`config.mk`:
```
export PLATFORM = sky130hd
export DESIGN_NAME = led_display_monitor
export DESIGN_NICKNAME = d
export VERILOG_FILES = /design/src/rtl/led_display_monitor.sv
export SDC_FILE = /design/constraint.sdc
export NUM_CORES = 1
export LEC_CHECK = 0
export CAP_MARGIN = 10
export CELL_PAD_IN_SITES_DETAIL_PLACEMENT = 0
export CELL_PAD_IN_SITES_GLOBAL_PLACEMENT = 1
export CORE_ASPECT_RATIO = 1.1
export CORE_MARGIN = 2
export CORE_UTILIZATION = 40
export CTS_CLUSTER_DIAMETER = 100
export DETAILED_ROUTE_END_ITERATION = 10
export GPL_TIMING_DRIVEN = 1
export PLACE_DENSITY = 0.85
export SETUP_SLACK_MARGIN = 0.5
export SLEW_MARGIN = 20
export SYNTH_ARGS = -nofsm -noshare
export SYNTH_HDL_FRONTEND = slang
export SYNTH_SLANG_ARGS = --single-unit
```
`constraint.sdc`:
```
create_clock -name clk -period 5.3 [get_ports clk]
set_input_delay 1.06 -clock clk [delete_from_list [all_inputs] [get_ports clk]]
set_output_delay 1.06 -clock clk [all_outputs]
set_load 0.005 [all_outputs]
```
`src/rtl/led_display_monitor.sv`:
```
// led_display_monitor
//   Receive side of a four-digit multiplexed 7-segment display. Samples the
//   active-low anode strobes and segment lines, waits for each digit pattern
//   to hold steady, decodes it to a hex nibble and assembles a full frame
//   once every digit position has been seen.
//
// Ports
//   clk, reset           system clock, synchronous active-high reset
//   an3..an0             anode strobes, active-low; an3 = value[15:12]
//   a..g                 segment lines, active-low; seg[6:0] = {a,b,c,d,e,f,g}
//   dp                   decimal point, not used
//   value[15:0]          last complete frame {d3,d2,d1,d0}
//   frame_valid          one-cycle pulse, value changes in the same cycle
//   decode_err           one-cycle pulse, a stable pattern matched no hex digit
//   signal_lost          level, high while the activity timer is saturated
//
// Output contract: frame_valid and decode_err are single-cycle strobes with no
// back-pressure; a consumer must sample value in the cycle frame_valid is high.
module led_display_monitor #(
  parameter int STABLE_CYCLES = 4,
  parameter int TIMEOUT_W     = 20
) (
  input  logic        clk,
  input  logic        reset,
  input  logic        an3,
  input  logic        an2,
  input  logic        an1,
  input  logic        an0,
  input  logic        a,
  input  logic        b,
  input  logic        c,
  input  logic        d,
  input  logic        e,
  input  logic        f,
  input  logic        g,
  input  logic        dp,
  output logic [15:0] value,
  output logic        frame_valid,
  output logic        decode_err,
  output logic        signal_lost
);

  localparam int CNT_W = $clog2(STABLE_CYCLES);
  localparam logic [CNT_W-1:0] CNT_MAX = CNT_W'(STABLE_CYCLES - 1);
  // Capture fires on the cycle the counter steps from CNT_MAX-1 to CNT_MAX.
  localparam logic [CNT_W-1:0] CNT_CAP = CNT_W'(STABLE_CYCLES - 2);

  logic [3:0]           s_an_q;
  logic [6:0]           s_seg_q;
  logic [10:0]          prev_q;
  logic [CNT_W-1:0]     cnt_q, cnt_d;
  logic [3:0]           mask_q, mask_d;
  logic [15:0]          digits_q, digits_d;
  logic [15:0]          value_q, value_d;
  logic                 fv_q, fv_d;
  logic                 de_q, de_d;
  logic [TIMEOUT_W-1:0] timer_q, timer_d;

  logic [3:0] an_low;
  logic       one_hot;
  logic       same;
  logic       capture;
  logic [4:0] dec;

  // dp carries no digit information.
  logic unused_dp;
  assign unused_dp = dp;

  // Returns {valid, nibble} for an active-low segment pattern.
  function automatic logic [4:0] decode_seg(input logic [6:0] seg);
    logic [4:0] r;
    r = 5'h00;
    case (seg)
      7'b0000001: r = 5'h10;
      7'b1001111: r = 5'h11;
      7'b0010010: r = 5'h12;
      7'b0000110: r = 5'h13;
      7'b1001100: r = 5'h14;
      7'b0100100: r = 5'h15;
      7'b0100000: r = 5'h16;
      7'b0001111: r = 5'h17;
      7'b0000000: r = 5'h18;
      7'b0000100: r = 5'h19;
      7'b0001000: r = 5'h1A;
      7'b1100000: r = 5'h1B;
      7'b0110001: r = 5'h1C;
      7'b1000010: r = 5'h1D;
      7'b0110000: r = 5'h1E;
      7'b0111000: r = 5'h1F;
      default:    r = 5'h00;
    endcase
    return r;
  endfunction

  assign an_low  = ~s_an_q;
  // Exactly one anode driven low: non-zero and a power of two.
  assign one_hot = (an_low != 4'h0) && ((an_low & (an_low - 4'h1)) == 4'h0);
  assign same    = ({s_an_q, s_seg_q} == prev_q);
  assign capture = one_hot && same && (cnt_q == CNT_CAP);
  assign dec     = decode_seg(s_seg_q);

  always_comb begin
    cnt_d    = '0;
    digits_d = digits_q;
    mask_d   = mask_q;
    value_d  = value_q;
    fv_d     = 1'b0;
    de_d     = 1'b0;

    if (one_hot && same) begin
      cnt_d = (cnt_q == CNT_MAX) ? cnt_q : cnt_q + CNT_W'(1);
    end

    if (capture) begin
      if (dec[4]) begin
        for (int i = 0; i < 4; i++) begin
          if (an_low[i]) digits_d[i*4 +: 4] = dec[3:0];
        end
        mask_d = mask_q | an_low;
        if (mask_d == 4'hF) begin
          value_d = digits_d;
          fv_d    = 1'b1;
          mask_d  = 4'h0;
        end
      end else begin
        de_d = 1'b1;
      end
    end

    // Cleared the cycle after a frame, so signal_lost drops one cycle late.
    if (fv_q) begin
      timer_d = '0;
    end else if (&timer_q) begin
      timer_d = timer_q;
    end else begin
      timer_d = timer_q + TIMEOUT_W'(1);
    end
  end

  always_ff @(posedge clk) begin
    if (reset) begin
      s_an_q   <= 4'hF;
      s_seg_q  <= 7'h7F;
      prev_q   <= 11'h7FF;
      cnt_q    <= '0;
      mask_q   <= 4'h0;
      digits_q <= 16'h0;
      value_q  <= 16'h0;
      fv_q     <= 1'b0;
      de_q     <= 1'b0;
      timer_q  <= '0;
    end else begin
      s_an_q   <= {an3, an2, an1, an0};
      s_seg_q  <= {a, b, c, d, e, f, g};
      prev_q   <= {s_an_q, s_seg_q};
      cnt_q    <= cnt_d;
      mask_q   <= mask_d;
      digits_q <= digits_d;
      value_q  <= value_d;
      fv_q     <= fv_d;
      de_q     <= de_d;
      timer_q  <= timer_d;
    end
  end

  assign value       = value_q;
  assign frame_valid = fv_q;
  assign decode_err  = de_q;
  assign signal_lost = &timer_q;

endmodule

```
# Yosys cells after proc, flatten, opt, wreduce, memory -nomap -nowiden
# Index checks and enable logic that the tools add are counted.
# totals
register_bits,82
inputBits,14
out_inout_bits,19
word_cells,59
# op_classes
n_addsub,3
n_eq_ne,19
mux,8
bitwise,6
n_reduce_logical,13
# op_table
cell,n
5-bit one-hot mux with 16 select lines,1
7-bit by 6-bit equality test with 1-bit output (second input constant),5
7-bit equality test (second input constant),4
20-bit by 1-bit adder with 20-bit output (second input constant),1
4-bit 2-to-1 mux,5
20-bit AND reduction,1
7-bit by 3-bit equality test with 1-bit output (second input constant),2
7-bit by 4-bit equality test with 1-bit output (second input constant),2
11-bit equality test,1
7-bit by 1-bit equality test with 1-bit output (second input constant),1
7-bit by 5-bit equality test with 1-bit output (second input constant),1
7-bit logical NOT,1
2-bit OR reduction,3
4-bit bitwise AND,1
2-bit equality test (second input constant),2
4-bit equality test (second input constant),1
4-bit logical NOT,1
4-bit NOT,1
4-bit OR,1
4-bit nonzero test,1
4-bit by 1-bit subtractor with 4-bit output (second input constant),1
1-bit logical AND,3
1-bit NOT,3
3-bit AND reduction,1
other kinds (4),5

# Depth between registers and ports, before layout
# Gate-level depths: netlist of the first run.
# logic_depth
depth_word,9
depth_mapped,9
ltp_nobuf,7

# Worst setup path after synthesis of the first run
# No wires, ideal clock.
# synth_path
path_kind,flip-flop to output port
startpoint,reg timer_q[6]
endpoint,out signal_lost
arrival_ns,1.173
required_time_ns,4.240
slack_ns,3.067
path_stages_with_launch,5
path_buffers,0
cell_sequence,dfxtp_1 nand4_1 nor3_1 nand3_1 clkinv_1
# synth_via
elab_chain_len,1
# synth_rtl
item,line_no,source
"start, declared",57,"logic [TIMEOUT_W-1:0] timer_q, timer_d;"
"start signal, assigned",162,timer_q <= timer_d;
20-bit AND reduction,169,assign signal_lost = &timer_q;
"end, declared",40,output logic signal_lost
# No other way between the ends.

# Worst setup path after layout of the first run
# Ends and elaborated chain as after synthesis.

==> impl_metrics.ini, run 1 <==
[placed_design]
gp_congestion = 0.7965
hpwl_mm = 5.251
portBuffers = 31

[yosys]
synth_seq_cells = 82
synth_top_family_by_area = simple AND/OR/NAND/NOR gates
synth_xor_area_share_pct = 5.538
synth.avg_cell_area_sq_um = 9.006
syn_area_sq_um = 3954
yosysSeqAreaShare_pct = 41.52
syn_inst = 439
synth_compound_area_share_pct = 11.61
ys_async_sr_fraction_pct = 0
yosys-mux-area-fraction_pct = 6.076
synth-edff-count = 0
synthAdderAreaFrac_pct = 0.9494
synthesis.nets = 456
yosys.area_share.simple_pct = 29.24
synthFlopType = dfxtp_1
synthDistinctLibCells = 55
ys_warn_count = 0

[cts]
clk_latency_ns = 0.35
cts_resized = 0
cts.htree.levels = 3
cts.reportedPaths.clkPinSlew_ns = 0.09
cts_buffers = 9
clockBufferDepth = 2
tritoncts = done
numClockSinks = 82
cts_root_buf = clkbuf_8
hold_buffers = 0
post_cts_buffers = 0

[cells_and_area]
n_antenna_cell = 0
drive_gt1_share_pct = 12.83
fill_cells = 923
area_growth_pct = 14.30
seq_area_sq_um = 1642
nNetsFinal = 472
final_util_pct = 46.37
multiInputGateArea_sq_um = 2112

[timing]
grt_setup_unrepaired = false
max_freq_mhz = 268.0
tightest_slew_ns = 0.7933
finalSetupTns_ns = 0
period_share_pct = 70.39
layout_min_cycle_time_ns = 3.731
slew_violations = 0
hold_viol_final = 0
slew_headroom_pct = 46.72
finalSetupViolCount = 0
finClkSkew_ns = 0.01184

[setup_path]
r2r-start = s_an_q[2]
crit_start = timer_q[6]
cp.required_ns = 4.24
worst-path-max-fanout = 13
critPathLaunchType = register
worstSetupPathType = reg2out
endpoint_kind = output pin
arrival_ns = 2.67

[floorplanning]
die_h_microns = 108.3
initial_core_util_pct = 40.56
core_region_area_sq_um = 9747
fp-row-count = 38
die_x_microns = 98.80
ios = 33
dieArea_sq_um = 10700

[grt]
track_usage_pct = 15.95
grt_pass1_vias = 3005
antenna_found_initial = 0
grt_pass1_wl_mm = 13.82
grt_start_max_net_pins = 78
grt_overflow = 0

[drt]
drc_errors = 0
postRouteAntennaNets = 0
drt-pass1-iter-count = 4
vias = 3054
routed_wl_mm = 8.067
drt_iter0_markers = 85
vias_per_cell = 5.266
routedWlPerCell_microns = 13.91

[flow_run]
maxCapViolCount = 0

[status]
status = completed

[power]
power_frac_seq_pct = 52.8
ir_worst_vdd_v = 0.0001982
power.density_nw_per_um2 = 271.5
swShare_pct = 24.33
p_int_mw = 0.9283
power_leakage_nw = 1.722
p_sw_mw = 0.2984
clkPwrFrac_pct = 42.0
combinationalPowerShare_pct = 5.2

[worst_hold_path]
hold_path.class = reg2reg
worstHoldStart = mask_q[3]
==> power by group through the flow <==
| stage | clock, mW | combinational [mW] | sequential (mW) |
|---|---|---|---|
| floorplan | 0 | 0.0602 | 0.647 |
| global placement | 0 | 0.0627 | 0.662 |
| detailed placement | 0 | 0.0638 | 0.662 |
| CTS | 0.526 | 0.0643 | 0.648 |
| global route | 0.554 | 0.0712 | 0.651 |
| finish | 0.515 | 0.0636 | 0.648 |
==> routing by layer <==
metal	GRT usage, %	up-vias	share of wire (%)
met5	0	-	0
met4	6.458	0	1.9
met3	3.491	12	2.5
met2	27.03	32	47
met1	19.69	1443	48
li1	-	1567	-
==> cell families after synthesis <==
group | count (synthesis)
buf+inv | 48
flops | 82
xor+xnor | 25
fa+ha+maj | 3
mux | 24
compound gates | 70
simple gates | 187
==> worst max-delay path, cell delays in order, from the launching register on <==
cell	delay, ns
dfxtp_1	0.41
nand4_1	0.22
nor3_1	0.40
nand3_1	0.44
clkinv_1	0.30
clkdlybuf4s50_1	0.54
==> cell usage after synthesis (3+ instances only) <==
| master | count | area [sq um] |
|---|---|---|
| nor2b_1 | 6 | 37.54 |
| buf_2 | 10 | 50.05 |
| a21oi_1 | 21 | 105.1 |
| ha_1 | 3 | 37.54 |
| mux2i_1 | 24 | 240.2 |
| or4_1 | 3 | 22.52 |
| or2_2 | 23 | 143.9 |
| a211oi_2 | 5 | 62.56 |
| clkbuf_1 | 16 | 60.06 |
| nand4b_2 | 3 | 45.04 |
| and4_1 | 4 | 35.03 |
| nand2b_1 | 35 | 219.0 |
| dfxtp_1 | 82 | 1642 |
| inv_1 | 20 | 75.07 |
| xnor2_1 | 12 | 105.1 |
| nand3_1 | 12 | 60.06 |
| and3_1 | 6 | 37.54 |
| nor4_1 | 8 | 50.05 |
| o21ai_0 | 22 | 110.1 |
| nand2_1 | 20 | 75.07 |
| xor2_1 | 13 | 113.9 |
| nand4_1 | 8 | 50.05 |
| o2111ai_1 | 8 | 70.07 |
| nor2_1 | 28 | 105.1 |
| nor3_1 | 12 | 60.06 |
==> registers in the layout, summed over array words and instances, names as in the netlist <==
name and flops:
cnt_q 2, decode_err 1, digits_q 16, frame_valid 1, mask_q 4, prev_q 11, s_an_q 4, s_seg_q 7
timer_q 20, value 16
==> cell type report <==
class                   count  share of cell area, %
clock inverters             7                  2.215
inverters                  21                  1.744
multi-input cells         309                  46.73
well taps                 120                  3.322
flip-flops and latches     82                  36.32
clock buffers               9                  2.741
repair buffers             32                  6.921
==> final timing paths <==
kind | endpoint | slack, ns | depth (start not counted)
max | signal_lost | 1.57 | 5
min | mask_q[3] | 0.47 | 2
max reg2reg | value[1] | 2.35 | 6
min reg2reg | mask_q[3] | 0.47 | 2
==> metrics by stage <==
step                cell area [sq um]  hold slack [ns]  setup WS (ns)  power (mW)  instances
finish                           4519           0.4743          1.569       1.227        580
global route                     4519           0.4959          1.296       1.277        580
CTS                              4519           0.4707          1.563       1.238        580
detailed placement               4295           0.4543          1.955      0.7262        564
global placement                 4295           0.4532          2.002      0.7245        564
floorplan                        3954           0.4366          3.067      0.7073        439
==> cells in the final DEF (no fill, tap or decap), types with 13 or more instances in the layout <==
cell             Yosys  final
nor2_1              28     28
or2_2               23     23
clkdlybuf4s50_1      0     30
nand2_1             20     20
xor2_1              13     13
inv_1               20     20
nand2b_1            35     35
a21oi_1             21     21
dfxtp_1             82     82
mux2i_1             24     24
o21ai_0             22     22
(Power assumes the default switching activity.)
==> run 2: changes to the inputs <==
- PLACE_DENSITY: 0.85 -> 0.87
- clock period: 5.3 -> 3.2 ns (I/O delays scaled with it)
==> run 2 against run 1 <==
  * Power grew 59%
  * Largest cell class unchanged
  * Die area is the same
  * Non-clock buffer count grew 7
  * Combinational power grew 65%
  * Register-to-register slack lost 1.6 ns
  * Setup slack lost 0.99 ns
  * Hold slack lost 0.0033 ns
==> impl_metrics.ini, run 2 (synthesis gave the netlist of run 1 again) <==
[status]
status = completed

[cts]
numClockSinks = 82
clockBufferDepth = 2
cts.reportedPaths.clkPinSlew_ns = 0.08
cts_root_buf = clkbuf_8
tritoncts = done
cts_buffers = 9
hold_buffers = 0
cts.htree.levels = 3
clk_latency_ns = 0.36

[drt]
routed_wl_mm = 8.078
routedWlPerCell_microns = 13.76
drt-pass1-iter-count = 4
drc_errors = 0
drt_iter0_markers = 130
postRouteAntennaNets = 0
vias = 3068
vias_per_cell = 5.227

[grt]
grt_start_max_net_pins = 53
grt_pass1_vias = 2866
track_usage_pct = 15.92
grt_overflow = 0
grt_pass1_wl_mm = 13.51
antenna_found_initial = 0

[setup_path]
r2r-start = s_seg_q[4]
rr_endpoint = mask_q[3]
slowest_delay_ns = 0.50
crit_start = timer_q[1]
critPathLaunchType = register
cp.required_ns = 2.56
rrSetupSlack_ns = 0.72
cp.depth = 5
worst-path-max-fanout = 6
cp_top_family = buffers and inverters
worstSetupPathType = reg2out
arrival_ns = 1.98
path_cells = ha_1 > and3_1 > nand3_1 > inv_2 > clkdlybuf4s50_1
cp-endpoint = signal_lost
cpMaxStageDelayCell = clkdlybuf4s50_1
reg2regPathDepth = 6
crit_buf_inv = 2
endpoint_kind = output pin

[cells_and_area]
fill_cells = 895
final_common_cell = dfxtp_1
drive_gt1_share_pct = 15.42
largest_reg_flops = 20
largest-register = timer_q
final_cell_mix = dfxtp_1 (77), nand2b_1 (35), clkdlybuf4s50_1 (30)
area_growth_pct = 15.44
stdcell_count = 587
nNetsFinal = 479
final_area_sq_um = 4564
n_antenna_cell = 0

[timing]
max_freq_mhz = 382.2
finalWorstSetupSlack_ns = 0.5832
finClkSkew_ns = 0.008586
hold_viol_final = 0
finalSetupViolCount = 0
tightest_slew_ns = 0.7194
layout_min_cycle_time_ns = 2.617
grt_setup_unrepaired = true
period_share_pct = 81.77
slew_violations = 0
hold-worst-slack_ns = 0.4711
slew_headroom_pct = 51.53
finalSetupTns_ns = 0

[placed_design]
placed_area_sq_um = 4310
post-place-ws_ns = 0.6776
dp_cells = 566
hpwl_mm = 5.479
gp_congestion = 0.7946
portBuffers = 31

[flow_run]
maxCapViolCount = 0

[floorplanning]
fp-row-count = 38
ios = 33
initial_core_util_pct = 40.56
core_region_area_sq_um = 9747
die_h_microns = 108.3
die_x_microns = 98.80
dieArea_sq_um = 10700

[worst_hold_path]
hold_path.class = reg2reg

[power]
power.density_nw_per_um2 = 427.2
power_leakage_nw = 1.754
ir_worst_vdd_v = 0.0002159
-- run 2: what timing repair did --
item / 4_1_cts / 5_1_grt
pin swaps: 1 / 2
endpoints found under the setup margin: 1 / 11
setup buffers: 1 / 4
resized for setup: 2 / 5
hold endpoints to repair: 0 / 0
-- run 2: routing by layer --
layer / vias up / global-route usage (%) / routed length [microns]
li1: 1574 / - / -
met1: 1449 / 18.83 / 3696
met2: 34 / 27.32 / 3996
met3: 11 / 3.038 / 201
met4: 0 / 8.415 / 183
met5: - / 0 / 0
-- run 2: stage by stage --
step / util [%] / power [mW]
floorplan: - / 1.171
global placement: 44.22 / 1.199
detailed placement: 44.22 / 1.203
CTS: 46.47 / 1.977
global route: 46.83 / 2.036
finish: 46.83 / 1.950
-- run 2: worst register-to-register path: stages (launching register included) --
cell      delay (ns)
dfxtp_1         0.72
nor3_1          0.11
a32o_1          0.32
o21ai_1         0.30
nand4_4         0.35
and2_2          0.40
a211oi_1        0.22
-- run 2: layout make-up --
cell class / count / area, sq um / area share (%)
clock buffer: 12 / 155.1 / 3.399
tap: 120 / 150.1 / 3.289
timing repair buffer: 39 / 365.4 / 8.004
inverter: 21 / 78.83 / 1.727
sequential: 82 / 1648 / 36.10
clock inverter: 4 / 50.05 / 1.096
multi-input combinational: 309 / 2117 / 46.38
-- run 2: worst min path at each step --
stage	start	end	slack, ns	cells after the start
finish	mask_q[3]	mask_q[3]	0.47	2
global route	mask_q[3]	mask_q[3]	0.48	2
CTS	mask_q[3]	mask_q[3]	0.47	2
detailed placement	mask_q[3]	mask_q[3]	0.45	2
global placement	mask_q[3]	mask_q[3]	0.45	2
floorplan	mask_q[3]	mask_q[3]	0.44	2
-- run 2: where the power goes --
group / leakage, nW / internal (mW) / switching [mW]
clock network: 0.0986 / 0.402 / 0.369
registers: 0.667 / 1.04 / 0.0379
logic: 0.988 / 0.0553 / 0.0495
total: 1.75 / 1.49 / 0.456
==> run 3: changes to the inputs <==
- clock period: 3.2 -> 2.2 ns (I/O delays scaled with it)
==> run 3 against run 2 <==
  * Sequential cell count did not move
  * Power is 52% higher
  * Global-route usage grew 4.6 points
  * Sequential power is 44% higher
  * Clock power increased by 40%
  * Non-clock buffer count is 97 higher
  * Combinational power increased to 3.2 times the previous value
  * Clock-buffer cell count decreased by 2
  * Hold slack got worse by 0.0096 ns
  * Sequential share of layout area shrank 8.7 points
  * Design area grew 35%
  * Largest cell class unchanged
==> impl_metrics.ini, run 3 (synthesis gave the netlist of run 1 again) <==
[status]
status = completed

[timing]
grt_setup_unrepaired = true
finClkSkew_ns = 0.01735
slew_violations = 0
period_share_pct = 97.18
slew_headroom_pct = 60.11
layout_min_cycle_time_ns = 2.138
finalSetupViolCount = 0
max_freq_mhz = 467.7
tightest_slew_ns = 0.5984
hold_viol_final = 0

[worst_hold_path]
hold_path.class = reg2reg
whs_endpoint = value[8]
worstHoldStart = value[8]
hold_path_depth = 2

[drt]
drc_errors = 0
postRouteAntennaNets = 0
vias = 3723
vias_per_cell = 5.435
routed_wl_mm = 11.19
routedWlPerCell_microns = 16.34
drt_iter0_markers = 156
drt-pass1-iter-count = 5

[power]
p_sw_mw = 0.7643
combinationalPowerShare_pct = 11.3
clkPwrFrac_pct = 36.6
swShare_pct = 25.85
ir_worst_vdd_v = 0.0003383
power_frac_seq_pct = 52.1
power_leakage_nw = 2.477
p_int_mw = 2.193
power.density_nw_per_um2 = 479.5
p_total_mw = 2.957

[grt]
antenna_found_initial = 0
grt_pass1_vias = 3746
grt_start_max_net_pins = 52
grt_pass1_wl_mm = 17.67
grt_overflow = 0
track_usage_pct = 20.51

[setup_path]
r2r-start = timer_q[17]
worstSetupPathType = reg2reg
arrival_ns = 2.42
endpoint_kind = register
cp.required_ns = 2.48
rrSetupSlack_ns = 0.06
critPathLaunchType = register
worst-path-max-fanout = 6
reg2regPathDepth = 12
rr_endpoint = timer_q[7]

[cells_and_area]
n_antenna_cell = 0
drive_gt1_share_pct = 46.55
area_growth_pct = 55.98
final_cell_mix = buf_4 (64), dfxtp_1 (61), nand2b_1 (35)
largest_reg_flops = 20
largest-register = timer_q
stdcell_count = 685
final_common_cell = buf_4
nNetsFinal = 578

[placed_design]
hpwl_mm = 5.766
dp_cells = 596
gp_congestion = 0.7845
portBuffers = 31

[floorplanning]
die_x_microns = 98.80
initial_core_util_pct = 40.56
core_region_area_sq_um = 9747
die_h_microns = 108.3
dieArea_sq_um = 10700
ios = 33
fp-row-count = 38

[cts]
cts.reportedPaths.clkPinSlew_ns = 0.09
cts.htree.levels = 3
clockBufferDepth = 2
cts_buffers = 9
tritoncts = done
cts_root_buf = clkbuf_8
clk_latency_ns = 0.36
numClockSinks = 82

[flow_run]
maxCapViolCount = 0
## run 3: cell count changes in the layout (fill, tap and decap cells not counted), moves of 7 or more
cell / previous run / this run
buf_4: 8 / 64
a21oi_1: 21 / 14
o21ai_2: 0 / 9
o21ai_1: 1 / 9
o21ai_0: 22 / 4
dfxtp_1: 77 / 61
dfxtp_4: 0 / 10
buf_6: 0 / 34
## run 3: worst max-delay path: stages, from the launching register on
cell and delay, ns:
dfxtp_1 0.43, nand4_1 0.16, nor2_1 0.24, nand3_4 0.11, buf_6 0.13, buf_6 0.11, buf_6 0.10, buf_6 0.10
buf_6 0.12, buf_8 0.12, and3_4 0.17, xnor2_2 0.12, nor2_1 0.14
## run 3: per-layer routing
metal  wire (microns)  part of all wire (%)  global-route usage, %
met1             4482                    40                  23.69
met2             5919                    53                  36.97
met3              414                   3.7                  4.137
met4              374                   3.3                  8.317
met5                0                     0                      0
## run 3: what timing repair did
| action | in CTS | in global routing |
|---|---|---|
| pin swaps | 48 | 36 |
| gates cloned | 4 | 0 |
| hold buffers | 0 | 0 |
| buffers inserted | 46 | 24 |
| endpoints found under the setup margin | 46 | 61 |
| gates resized for setup | 132 | 60 |
## run 3: metrics by stage
stage	area, sq um	setup TNS [ns]	utilization [%]	hold slack, ns	setup WS, ns
after floorplan	3979	0	-	0.4416	0.2400
after global placement	4551	0	46.69	0.4527	0.06463
after detailed placement	4551	-0.01384	46.69	0.4542	-0.01384
after CTS	5702	0	58.50	0.4756	0.1221
after global routing	6167	-0.04554	63.27	0.4765	-0.03772
final	6167	0	63.27	0.4614	0.06199
## run 3: how the worst max path moves through the flow
stage	start	endpoint	slack (ns)
6_report	timer_q[17]	timer_q[7]	0.06
5_1_grt	timer_q[17]	timer_q[7]	-0.04
4_1_cts	timer_q[7]	timer_q[18]	0.12
3_5_place_dp	s_an_q[2]	mask_q[2]	-0.01
3_3_place_gp	s_an_q[2]	mask_q[2]	0.06
2_1_floorplan	s_seg_q[0]	mask_q[0]	0.24
## run 3: power by group through the flow
stage | clock (mW) | combinational, mW | sequential (mW)
after CTS | 1.09 | 0.273 | 1.54
after detailed placement | 0 | 0.205 | 1.58
after global routing | 1.17 | 0.358 | 1.54
final | 1.08 | 0.335 | 1.54
after global placement | 0 | 0.200 | 1.57
after floorplan | 0 | 0.147 | 1.56
## run 3: cell type report
class / instances / area (sq um)
fill: 716 / 3580
inverter: 21 / 81.33
sequential: 82 / 1693
timing repair buffer: 136 / 1326
multi-input combinational: 311 / 2733
tap: 120 / 150.1
clock inverter: 5 / 56.30
clock buffer: 10 / 127.6
